$ cat config.mk
export PLATFORM = sky130hd
export DESIGN_NAME = lut_array_flat
export DESIGN_NICKNAME = d
export VERILOG_FILES = /design/src/rtl/lut_array_pkg.sv /design/src/rtl/lut_array_if.sv /design/src/rtl/lut_array_cell.sv /design/src/rtl/lut_array.sv /design/src/flat_wrapper.sv
export SDC_FILE = /design/constraint.sdc
export NUM_CORES = 1
export LEC_CHECK = 0
export CORE_ASPECT_RATIO = 0.5
export CORE_UTILIZATION = 40
export DETAILED_ROUTE_END_ITERATION = 10
export PLACE_DENSITY_LB_ADDON = 0.08
export SLEW_MARGIN = 40
export SYNTH_ARGS = -nofsm -noshare
export SYNTH_HDL_FRONTEND = slang
export SYNTH_SLANG_ARGS = --single-unit
export TNS_END_PERCENT = 1
$ cat constraint.sdc
create_clock -name clk -period 10.1 [get_ports clk]
set_input_delay 2.02 -clock clk [delete_from_list [all_inputs] [get_ports clk]]
set_output_delay 2.02 -clock clk [all_outputs]
set_load 0.01 [all_outputs]
$ cat src/rtl/lut_array_pkg.sv
// lut_array_pkg: FSM state type and config-size helpers shared by the LUT array.
package lut_array_pkg;
  typedef enum logic [1:0] {IDLE, LOAD, COMMIT} state_t;
  function automatic int seg_bits(int k);
    return (1 << k) + 1;
  endfunction
  function automatic int cfg_bits(int k, int n);
    return n * seg_bits(k);
  endfunction
endpackage

$ cat src/rtl/lut_array_if.sv
// lut_array_if: serial configuration handshake between a loader and the LUT array.
interface lut_array_if;
  logic cfg_valid;
  logic cfg_data;
  logic cfg_ready;
  logic cfg_commit;
  logic cfg_done;
  logic cfg_err;
  logic cfg_dout;
  modport master (output cfg_valid, cfg_data, cfg_commit, input cfg_ready, cfg_done, cfg_err, cfg_dout);
  modport slave (input cfg_valid, cfg_data, cfg_commit, output cfg_ready, cfg_done, cfg_err, cfg_dout);
endinterface

$ cat src/rtl/lut_array_cell.sv
// lut_cell: one K-input LUT with selectable combinational or registered output.
module lut_cell #(
  parameter int K = 4
) (
  input  logic             clk,
  input  logic             rst,
  input  logic [K-1:0]     sel,
  input  logic [(1<<K):0]  cfg,
  output logic             out
);
  localparam int T = 1 << K;
  logic [T-1:0] tt;
  logic v, r;
  assign tt = cfg[T-1:0];
  assign v = tt[sel];
  always_ff @(posedge clk or posedge rst)
    if (rst) r <= 1'b0;
    else r <= v;
  assign out = cfg[T] ? r : v;
endmodule

$ cat src/rtl/lut_array.sv
// lut_array: N K-input LUTs configured through a serial shadow chain with atomic commit.
module lut_array
  import lut_array_pkg::*;
#(
  parameter int K = 4,
  parameter int N = 8
) (
  input  logic           clk,
  input  logic           rst,
  input  logic [N*K-1:0] lut_in,
  output logic [N-1:0]   lut_out,
  lut_array_if.slave     bus
);
  localparam int SEG = seg_bits(K);
  localparam int CB = cfg_bits(K, N);
  localparam int CW = $clog2(CB + 1);
  state_t state;
  logic [CB-1:0] shadow, active;
  logic [CW-1:0] cnt;
  logic take;
  assign bus.cfg_ready = (state != COMMIT) && !bus.cfg_commit;
  assign take = bus.cfg_valid && bus.cfg_ready;
  assign bus.cfg_dout = shadow[0];
  // Commit and accept are mutually exclusive because cfg_commit masks cfg_ready.
  always_ff @(posedge clk or posedge rst)
    if (rst) begin
      state <= IDLE;
      shadow <= '0;
      active <= '0;
      cnt <= '0;
      bus.cfg_done <= 1'b0;
      bus.cfg_err <= 1'b0;
    end else begin
      bus.cfg_done <= 1'b0;
      if (take) begin
        shadow <= {bus.cfg_data, shadow[CB-1:1]};
        cnt <= (cnt == CW'(CB)) ? cnt : cnt + 1'b1;
        bus.cfg_err <= 1'b0;
      end
      case (state)
        IDLE:
          if (take) state <= LOAD;
          else if (bus.cfg_commit) bus.cfg_err <= 1'b1;
        LOAD:
          if (bus.cfg_commit) begin
            if (cnt == CW'(CB)) state <= COMMIT;
            else begin
              bus.cfg_err <= 1'b1;
              cnt <= '0;
              state <= IDLE;
            end
          end
        COMMIT: begin
          active <= shadow;
          bus.cfg_done <= 1'b1;
          cnt <= '0;
          state <= IDLE;
        end
        default: state <= IDLE;
      endcase
    end
  for (genvar i = 0; i < N; i++) begin : g_lut
    lut_cell #(.K(K)) u_cell (
      .clk(clk),
      .rst(rst),
      .sel(lut_in[i*K +: K]),
      .cfg(active[i*SEG +: SEG]),
      .out(lut_out[i])
    );
  end
endmodule

$ cat src/flat_wrapper.sv
// flat-port wrapper written by rule: the top's interface ports become plain ports
module lut_array_flat import lut_array_pkg::*;
#(
  parameter int K = 4,
  parameter int N = 8
)
  (clk, rst, lut_in, lut_out, bus_cfg_valid, bus_cfg_data, bus_cfg_commit, bus_cfg_ready, bus_cfg_done, bus_cfg_err, bus_cfg_dout);
  lut_array_if bus_i ();
  input  logic clk;
  input  logic rst;
  input  logic [N*K-1:0] lut_in;
  output logic [N-1:0] lut_out;
  input wire logic [$bits(bus_i.cfg_valid)-1:0] bus_cfg_valid;
  input wire logic [$bits(bus_i.cfg_data)-1:0] bus_cfg_data;
  input wire logic [$bits(bus_i.cfg_commit)-1:0] bus_cfg_commit;
  output wire logic [$bits(bus_i.cfg_ready)-1:0] bus_cfg_ready;
  output wire logic [$bits(bus_i.cfg_done)-1:0] bus_cfg_done;
  output wire logic [$bits(bus_i.cfg_err)-1:0] bus_cfg_err;
  output wire logic [$bits(bus_i.cfg_dout)-1:0] bus_cfg_dout;
  assign bus_i.cfg_valid = bus_cfg_valid;
  assign bus_i.cfg_data = bus_cfg_data;
  assign bus_i.cfg_commit = bus_cfg_commit;
  assign bus_cfg_ready = bus_i.cfg_ready;
  assign bus_cfg_done = bus_i.cfg_done;
  assign bus_cfg_err = bus_i.cfg_err;
  assign bus_cfg_dout = bus_i.cfg_dout;
  lut_array #(.K(K), .N(N)) u_core (.clk(clk), .rst(rst), .lut_in(lut_in), .lut_out(lut_out), .bus(bus_i));
endmodule
Yosys cells after proc, flatten, opt, wreduce, memory -nomap -nowiden
Index checks and enable logic that the tools add are counted.

Register bits after elaboration: 292. Bits of input ports: 37. Output and inout bits: 12.

Add/sub/neg operators: 1. Magnitude comparators: 8. Equality and inequality tests: 6. Mux-type cells: 40. Reductions and logical operators: 5.

Operators with widths (count): less-than comparator 4 x 5 -> 1 bit (second input constant) (8); binary-select mux 1 bit (select 4 bit) (8); 2-to-1 mux 8 bit (4); 2-to-1 mux 1 bit (22); one-hot mux 8 bit (2 select lines) (1); adder 8 x 1 -> 8 bit (second input constant) (1); equality test 8 bit (second input constant) (1); 2-to-1 mux 2 bit (3); inequality test 2 bit (second input constant) (2); one-hot mux 2 bit (2 select lines) (1); equality test 2 x 1 -> 1 bit (second input constant) (1); equality test 2 bit (second input constant) (1); logical AND 1 bit (2); zero test 2 bit (1); inequality test 2 x 1 -> 1 bit (second input constant) (1); one-hot mux 1 bit (2 select lines) (1); AND reduction 2 bit (1); zero test 1 bit (1).

Logic depth before layout (Yosys ltp)
Gate-level depths: netlist (run 1).

Word-level depth: 7. Gate-level depth with buffers: 8.

Modules after synthesis
Synthesis (run 1) repeated with hierarchy kept, for this count alone.

Cells, all modules: 1073. Area, all modules: 12473.2 um^2.

Modules (own cells, without submodules): lut_array (times used 1, cells each 929, area an instance 10761.6 um^2, seq. area each 7106.8 um^2); lut_cell (times used 8, cells each 18, area an instance 214.0 um^2, seq. area each 25.0 um^2).

Worst setup path after synthesis (run 1)
OpenSTA, ideal clock, no wires.

Path type: input to output. Start: in lut_in[1]. End: out lut_out[0]. Arrival time: 3.135 ns. Setup slack: 4.945 ns. Stages on the path: 5. Buffers on the path: 1. Path through: mux4_1 -> mux2i_1 -> mux2i_1 -> mux2_2 -> buf_4.

Longest elaborated chain between the ends: 3.

RTL lines: start, declared (RTL line flat_wrapper.sv:11) `input logic [N*K-1:0] lut_in;`; binary-select mux 1 bit (select 4 bit) (RTL line lut_array_cell.sv:15) `assign v = tt[sel];`; 2-to-1 mux 1 bit (not written as such) (RTL line lut_array_cell.sv:15); via u_core.g_lut[0].u_cell.v (RTL line lut_array_cell.sv:13) `logic v, r;`; 2-to-1 mux 1 bit (RTL line lut_array_cell.sv:19) `assign out = cfg[T] ? r : v;`; end, declared (RTL line flat_wrapper.sv:12) `output logic [N-1:0] lut_out;`.

The timed path passes the listed nets, and every way through them passes these cells. The select of a mux whose other input is x is not followed.

Worst setup path after layout (run 1)
Start: in lut_in[26]. End: out lut_out[6].

Longest elaborated chain between the ends: 3.

RTL lines (RTL line): binary-select mux 1 bit (select 4 bit) (lut_array_cell.sv:15); 2-to-1 mux 1 bit (not written as such) (lut_array_cell.sv:15); via u_core.g_lut[6].u_cell.v (lut_array_cell.sv:13); 2-to-1 mux 1 bit (lut_array_cell.sv:19).

The timed path passes the listed nets, and every way through them passes these cells. The select of a mux whose other input is x is not followed.

==> results of run 1 <==
worst min path at each step:
| stage | startpoint | end | slack [ps] | cells past startpoint |
|---|---|---|---|---|
| 2_1_floorplan | u_core.shadow[1] | u_core.shadow[0] | 460 | 2 |
| 3_3_place_gp | u_core.shadow[79] | u_core.shadow[78] | 470 | 2 |
| 3_5_place_dp | u_core.shadow[42] | u_core.shadow[41] | 470 | 2 |
| 4_1_cts | u_core.shadow[79] | u_core.shadow[78] | 480 | 2 |
| 5_1_grt | u_core.shadow[79] | u_core.shadow[78] | 500 | 2 |
| 6_report | u_core.shadow[79] | u_core.shadow[78] | 490 | 2 |
power breakdown:
part | switching [mW] | internal [mW] | leakage [nW] | total, mW
Combinational | 0.0819 | 0.0459 | 2.77 | 0.128
Sequential | 0.0176 | 1.19 | 4.07 | 1.21
Clock | 0.442 | 0.642 | 0.461 | 1.08
placed cells by master, fill, tap and decap left out, types with 2 or more instances in the layout:
master             n
clkbuf_16         27
mux4_1            16
mux2_2           144
nand2_1          416
buf_6              2
nor3_1             6
buf_12             3
clkbuf_1           5
clkinvlp_4         2
buf_16             2
mux4_2             8
nor2_1             9
o32ai_1            2
xnor2_1            5
dfrtp_1          292
bufinv_16          3
inv_1              7
clkbuf_8          10
clkdlybuf4s50_1   48
xor2_1             2
a21oi_1            3
mux2i_1           48
ha_1               4
a31oi_1            2
logic make-up (layout without fill, tap and decap cells):
kind of cell	after synthesis	after routing
buffers and inverters	70	113
and+or+nand+nor	438	438
adders and majority gates	5	5
muxes	216	216
xor gates and xnor gates	7	7
DFF	292	292
AOI/OAI and AO/OA	10	10
final cells by class:
type,instances,area share (%)
flip-flops and latches,292,52.1
multi-input cells,676,32.8
well taps,391,3.49
inverters,8,0.330
repair buffers,56,4.46
clock buffers,42,5.93
clock inverters,7,0.848
state kept, by name, summed over array words and instances (netlist names):
name                   cells
u_core.active            136
u_core.shadow            136
u_core.cnt                 8
u_core.g_lut.u_cell.r      8
u_core.state               2
u_core.bus.cfg_done        1
u_core.bus.cfg_err         1
metal layers:
| metal | wire length (um) | part of all wire, % | GRT usage, % | up-vias |
|---|---|---|---|---|
| li1 | - | - | - | 3478 |
| met1 | 11700 | 51 | 22.6 | 3700 |
| met2 | 10400 | 45 | 24.1 | 57 |
| met3 | 619 | 2.7 | 2.89 | 33 |
| met4 | 371 | 1.6 | 2.83 | 0 |
| met5 | 0 | 0 | 0 | - |
worst max-delay path: stages:
cell	delay, ps
clkdlybuf4s50_1	650
mux2i_1	120
mux4_2	470
mux2i_1	260
mux2_2	250
clkdlybuf4s50_1	550
per-stage QoR:
step / cell area [um2] / utilization, % / setup slack [ps] / cells
floorplan: 12300 / - / 17.6 / 1038
global placement: 13000 / 43.9 / 3720 / 1420
finish: 14000 / 47.4 / 3760 / 1472
detailed placement: 13000 / 44.1 / 3720 / 1422
global route: 14000 / 47.4 / 3640 / 1472
CTS: 14000 / 47.3 / 3710 / 1471
==> results_dict.tcl, run 1 <==
set metrics [dict create \
    setup_viol 0 \
    synth_enable_flop_cells 0 \
    ys_types 30 \
    multi_input_area_mm2 0.00460 \
    synthTopCellsByCount "nand2_1 (416), dfrtp_1 (292), mux2_2 (144), mux2i_1 (48), buf_2 (28)" \
    crit_end "lut_out[6]" \
    grt_pass1_wl_um 40000 \
    htreeDepth 1 \
    die_area_mm2 0.0314 \
    route.vias.total 7268 \
    status "finished clean" \
    drive_gt1_share_pct 19.3 \
    startpoint_type "input pin" \
    io-pin-count 49 \
    max-cap-violations 0 \
    start_util_pct 41.5 \
    tns_ps 0 \
    synthXorXnorAreaFrac_pct 0.500 \
    port_buffers 48 \
    syn_avg_cell_area_um2 11.8 \
    synth_area_mm2 0.0123 \
    tightest_slew_ps 802 \
    synth_compound_area_share_pct 0.540 \
    grt_max_degree 149 \
    synth_top_area_cell "dfrtp_1" \
    antennaDiodeCount 0 \
    dr.pass1.iters 4 \
    period_needed_ps 6340 \
    ant_nets 0 \
    synth_mux_area_share_pct 22.0 \
    drt_first_iter_violations 518 \
    cts_buffers 27 \
    synthAdderAreaFrac_pct 0.510 \
    path_clk_slew_ps 70 \
    drc_errors 0 \
    clockBufferDepth 3 \
    timing.rr.end "u_core.cnt[5]" \
    postCtsSetupBuffers 0 \
    reg2regPathDepth 7 \
    synth_seq_cells 292 \
    powerDensity_mw_per_mm2 173 \
    ctsRootBufferMaster "clkbuf_16" \
    timing.hold.ws_ps 487 \
    wirelength_um 23100 \
    core_area_mm2 0.0296 \
    drv_slew 0 \
    gp_congestion 0.715 \
    crit_arrival_ps 4320 \
    clock_sinks 292 \
    rrSetupSlack_ps 7110 \
    critPathKind "in2out" \
    ys_warn_count 0 \
    worstSetupStartpoint "lut_in[26]" \
    required_ps 8080 \
    yosysSeqAreaShare_pct 59.5 \
    power_mw 2.42 \
    synth_top_area_share_pct 59.5 \
    yosysMostFrequentCell "nand2_1" \
    hold_violations 0 \
    num_rows 44 \
    syn_nets 1080 \
    wl_per_cell_um 15.7 \
    dp_hpwl_um 13500 \
    grt.overflow.total 0 \
    grtUsageTotal_pct 15.4 \
    synthSimpleGateAreaFrac_pct 13.7 \
    synthTopCellsByArea "dfrtp_1 (60%), mux2_2 (13%), nand2_1 (13%), mux2i_1 (3.9%), mux4_1 (3.4%)" \
    vdd_drop_max_mv 0.121 \
    cp_max_fo 6 \
    min-delay-path-class "reg2reg" \
    clock_skew_ps 8.80 \
    area_growth_syn_to_layout_pct 14.3 \
    cts_tree "done" \
    rsz0062_at_grt "false" \
    r2r_start "u_core.state[0]" \
    cp-end-kind "output pin" \
    synth_top_family_by_area "multiplexers" \
    viasPerCell 4.94 \
    p_leak_nw 7.30 \
    clk_latency_ps 540 \
    regArea_mm2 0.00731 \
    synth_async_sr_flop_share_pct 100 \
    fin_nets 1103 \
    synthFlopType "dfrtp_1" \
    die_h_um 126 \
    die_width_um 250 \
    postCtsHoldBufs 0 \
    max_freq_mhz 158 \
    fill_cells 2643 \
    max_slew_margin_pct 46.6 \
    grt_pass1_vias 7579 \
    syn_inst 1038 \
    cts_resized 0 \
    post-route-period-util_pct 62.8 \
    grt_antenna_before_repair 0 \
]
Note: power is estimated with default switching activity, not from simulation.
==> inputs of run 2 (changes only) <==
Clock period 10.1 ns to 5.9 ns, I/O delays scaled along.
==> results_dict.tcl, run 2 (synthesis results as in run 1) <==
set metrics [dict create \
    num_rows 44 \
    mostFrequentLayoutCells "nand2_1 (416), dfrtp_1 (292), mux2_2 (144)" \
    cts_resized 0 \
    drv_slew 0 \
    route.vias.total 7238 \
    clock_skew_ps 6.54 \
    area_growth_syn_to_layout_pct 13.1 \
    drt_first_iter_violations 515 \
    hold_violations 0 \
    max-cap-violations 0 \
    wirelength_um 22800 \
    port_buffers 48 \
    tns_ps 0 \
    drive_gt1_share_pct 19.2 \
    dp_hpwl_um 13900 \
    placed_area_mm2 0.0131 \
    io-pin-count 49 \
    grt_antenna_before_repair 0 \
    max_freq_mhz 214 \
    rsz0062_at_grt "false" \
    grtUsageTotal_pct 15.3 \
    ctsRootBufferMaster "clkbuf_16" \
    dr.pass1.iters 4 \
    powerDensity_mw_per_mm2 284 \
    finalInstanceArea_mm2 0.0139 \
    p_sw_share_pct 22.8 \
    max_slew_margin_pct 50.7 \
    period_needed_ps 4670 \
    grt_pass1_wl_um 39400 \
    antennaDiodeCount 0 \
    top_regs "u_core.active x136, u_core.shadow x136" \
    cp-end-kind "output pin" \
    cts_buffers 27 \
    tightest_slew_ps 739 \
    power_frac_clock_pct 42.1 \
    switchingPower_uw 898 \
    p_leak_nw 7.25 \
    min-delay-path-class "reg2reg" \
    p_int_mw 3.05 \
    startpoint_type "input pin" \
    timing.hold.ws_ps 482 \
    cts_tree "done" \
    status "finished clean" \
    grt_max_degree 112 \
    crit_arrival_ps 3490 \
    required_ps 4720 \
    grt.overflow.total 0 \
    path_clk_slew_ps 60 \
    core_area_mm2 0.0296 \
    viasPerCell 4.91 \
    gp_congestion 0.697 \
    post-route-period-util_pct 79.1 \
    clockBufferDepth 3 \
    die_h_um 126 \
    combPwrFrac_pct 5.4 \
    clk_latency_ps 540 \
    setup_viol 0 \
    drc_errors 0 \
    start_util_pct 41.5 \
    grt_pass1_vias 7519 \
    critPathKind "in2out" \
    fin_util_pct 46.9 \
    fin_nets 1109 \
    wl_per_cell_um 15.5 \
    htreeDepth 1 \
    seq_power_share_pct 52.4 \
    ant_nets 0 \
    power_mw 3.94 \
    vdd_drop_max_mv 0.262 \
    cp_max_fo 6 \
    final_common_cell "nand2_1" \
    postCtsSetupBuffers 0 \
    postCtsHoldBufs 0 \
    clock_sinks 292 \
    die_width_um 250 \
    die_area_mm2 0.0314 \
]
[run 2: per-layer routing]
metal  vias to the layer above  part of all wire, %  GRT usage, %
met5                         -                    0             0
met4                         0                  1.8          3.12
met3                        33                  2.9          2.96
met2                        74                   45          24.1
met1                      3651                   51          22.0
li1                       3480                    -             -
[run 2: power by group through the flow]
stage	Sequential (mW)	Combinational, mW	Clock [mW]
3_5_place_dp	2.11	0.221	0
2_1_floorplan	2.10	0.143	0
3_3_place_gp	2.10	0.216	0
4_1_cts	2.07	0.222	1.73
6_report	2.07	0.214	1.66
5_1_grt	2.07	0.246	1.81
[run 2: final timing paths]
kind | from | end | slack, ps | depth (start not counted)
max | lut_in[26] | lut_out[6] | 1230 | 6
min | u_core.shadow[72] | u_core.shadow[71] | 480 | 2
min in group asynchronous | rst | u_core.shadow[108] | 1080 | 2
min reg2reg | u_core.shadow[72] | u_core.shadow[71] | 480 | 2
max in group asynchronous | rst | u_core.shadow[57] | 3740 | 3
max reg2reg | u_core.state[0] | u_core.shadow[69] | 3300 | 7
[run 2: worst max-delay path, cell delays in order]
cell and delay [ps]:
clkdlybuf4s50_1 640, mux2i_1 120, mux4_2 460, mux2i_1 280
mux2_2 220, clkdlybuf4s50_1 580
[run 2: stage by stage]
step           instances  worst slack [ps]
5_1_grt             1473              1110
2_1_floorplan       1038               845
3_5_place_dp        1429              1180
3_3_place_gp        1427              1200
4_1_cts             1473              1180
6_report            1473              1230
[run 2: cell type report]
class | instances | area, um2
tap | 391 | 489
clock buffer | 38 | 757
clock inverter | 6 | 58.8
sequential | 292 | 7310
timing repair buffer | 62 | 631
multi-input combinational | 676 | 4600
inverter | 8 | 33.8
fill | 2696 | 15700
==> inputs of run 3 (changes only) <==
Clock period 5.9 ns to 4.9 ns, I/O delays scaled along.
==> results_dict.tcl, run 3 (synthesis results as in run 1) <==
set metrics [dict create \
    rrSetupSlack_ps 2380 \
    drc_errors 0 \
    die_width_um 250 \
    core_area_mm2 0.0296 \
    ctsRootBufferMaster "clkbuf_16" \
    viasPerCell 4.89 \
    die_h_um 126 \
    port_buffers 48 \
    clockBufferDepth 3 \
    postCtsSetupBuffers 0 \
    fill_cells 2712 \
    tns_ps 0 \
    period_needed_ps 4250 \
    route.vias.total 7206 \
    cts_resized 0 \
    top_regs "u_core.active x136, u_core.shadow x136" \
    place_ws_ps 616 \
    grt_max_degree 91 \
    antennaDiodeCount 0 \
    htreeDepth 1 \
    io-pin-count 49 \
    die_area_mm2 0.0314 \
    cp_max_fo 6 \
    drive_gt1_share_pct 19.3 \
    hold_violations 0 \
    dr.pass1.iters 6 \
    drv_slew 0 \
    post-route-period-util_pct 86.7 \
    required_ps 3920 \
    clock_sinks 292 \
    grt.overflow.total 0 \
    setup_ws_ps 652 \
    top_layer "met4" \
    min-delay-path-class "reg2reg" \
    start_util_pct 41.5 \
    cp-end-kind "output pin" \
    area_growth_syn_to_layout_pct 13.5 \
    grtUsageTotal_pct 15.2 \
    dr_wl_met3_um 604 \
    powerDensity_mw_per_mm2 345 \
    mostFrequentLayoutCells "nand2_1 (416), dfrtp_1 (292), mux2_2 (144)" \
    rsz0062_at_grt "false" \
    crit_arrival_ps 3270 \
    clk_latency_ps 540 \
    critPathKind "in2out" \
    fin_util_pct 47.1 \
    fin_nets 1106 \
    gp_congestion 0.720 \
    startpoint_type "input pin" \
    max_freq_mhz 235 \
    max-cap-violations 0 \
    power_mw 4.80 \
    status "finished clean" \
    drt_first_iter_violations 446 \
    tightest_slew_ps 772 \
    met2WireLength_um 9980 \
    wl_met1_um 11900 \
    grt_pass1_vias 7483 \
    ant_nets 0 \
    vdd_drop_max_mv 0.224 \
    max_slew_margin_pct 48.5 \
    path_clk_slew_ps 60 \
    setup_viol 0 \
    grt_pass1_wl_um 39400 \
    wirelength_um 22900 \
    cts_buffers 27 \
    final_common_cell "nand2_1" \
    grt_antenna_before_repair 0 \
    p_leak_nw 7.27 \
    dp_hpwl_um 13900 \
    num_rows 44 \
    postCtsHoldBufs 0 \
    wl_per_cell_um 15.5 \
    cts_tree "done" \
    clock_skew_ps 7.39 \
]
==> run 3: cell count changes in the layout (fill, tap and decap cells not counted), sizes merged <==
cell,previous run,this run
buf,14,11
clkinv,4,7
clkbuf,38,40
inv,8,7
==> run 3: per-layer routing <==
metal,vias to the layer above,GRT usage [%]
met5,-,0
met4,0,3.09
met3,27,3.00
met2,60,23.0
met1,3648,22.7
li1,3471,-
==> run 3: power breakdown <==
group          switching [mW]  leakage, nW  internal, mW
clock network           0.891        0.426          1.16
registers              0.0353         4.07          2.45
logic                   0.168         2.78        0.0950
==> run 3: worst paths after layout <==
check / from / endpoint / depth (start not counted)
worst max-delay path: lut_in[26] / lut_out[6] / 6
min in group asynchronous: rst / u_core.active[109] / 3
worst min-delay path: u_core.bus.cfg_err / u_core.bus.cfg_err / 2
worst min register to register: u_core.bus.cfg_err / u_core.bus.cfg_err / 2
worst max register to register: u_core.state[0] / u_core.active[50] / 4
max in group asynchronous: rst / u_core.state[0] / 4
==> run 3: layout make-up <==
class | count | area (um2) | share of cell area, %
clock buffers | 40 | 785 | 5.63
clock inverters | 8 | 65.1 | 0.467
inverters | 8 | 33.8 | 0.243
multi-input cells | 676 | 4600 | 33.1
flip-flops and latches | 292 | 7310 | 52.5
well taps | 391 | 489 | 3.51
repair buffers | 59 | 641 | 4.60
==> run 3: worst max-delay path: stages <==
cell and delay, ps:
clkdlybuf4s50_1 640, mux2i_1 130, mux4_2 450, mux2i_1 260
mux2_2 220, clkdlybuf4s50_1 590
==> run 3: through the flow <==
| stage | cell area (um2) | cells | hold WS (ps) |
|---|---|---|---|
| after floorplan | 12300 | 1038 | 455 |
| final | 13900 | 1474 | 487 |
| after detailed placement | 13100 | 1426 | 474 |
| after global placement | 13000 | 1424 | 468 |
| after CTS | 13900 | 1474 | 490 |
| after global routing | 13900 | 1474 | 507 |
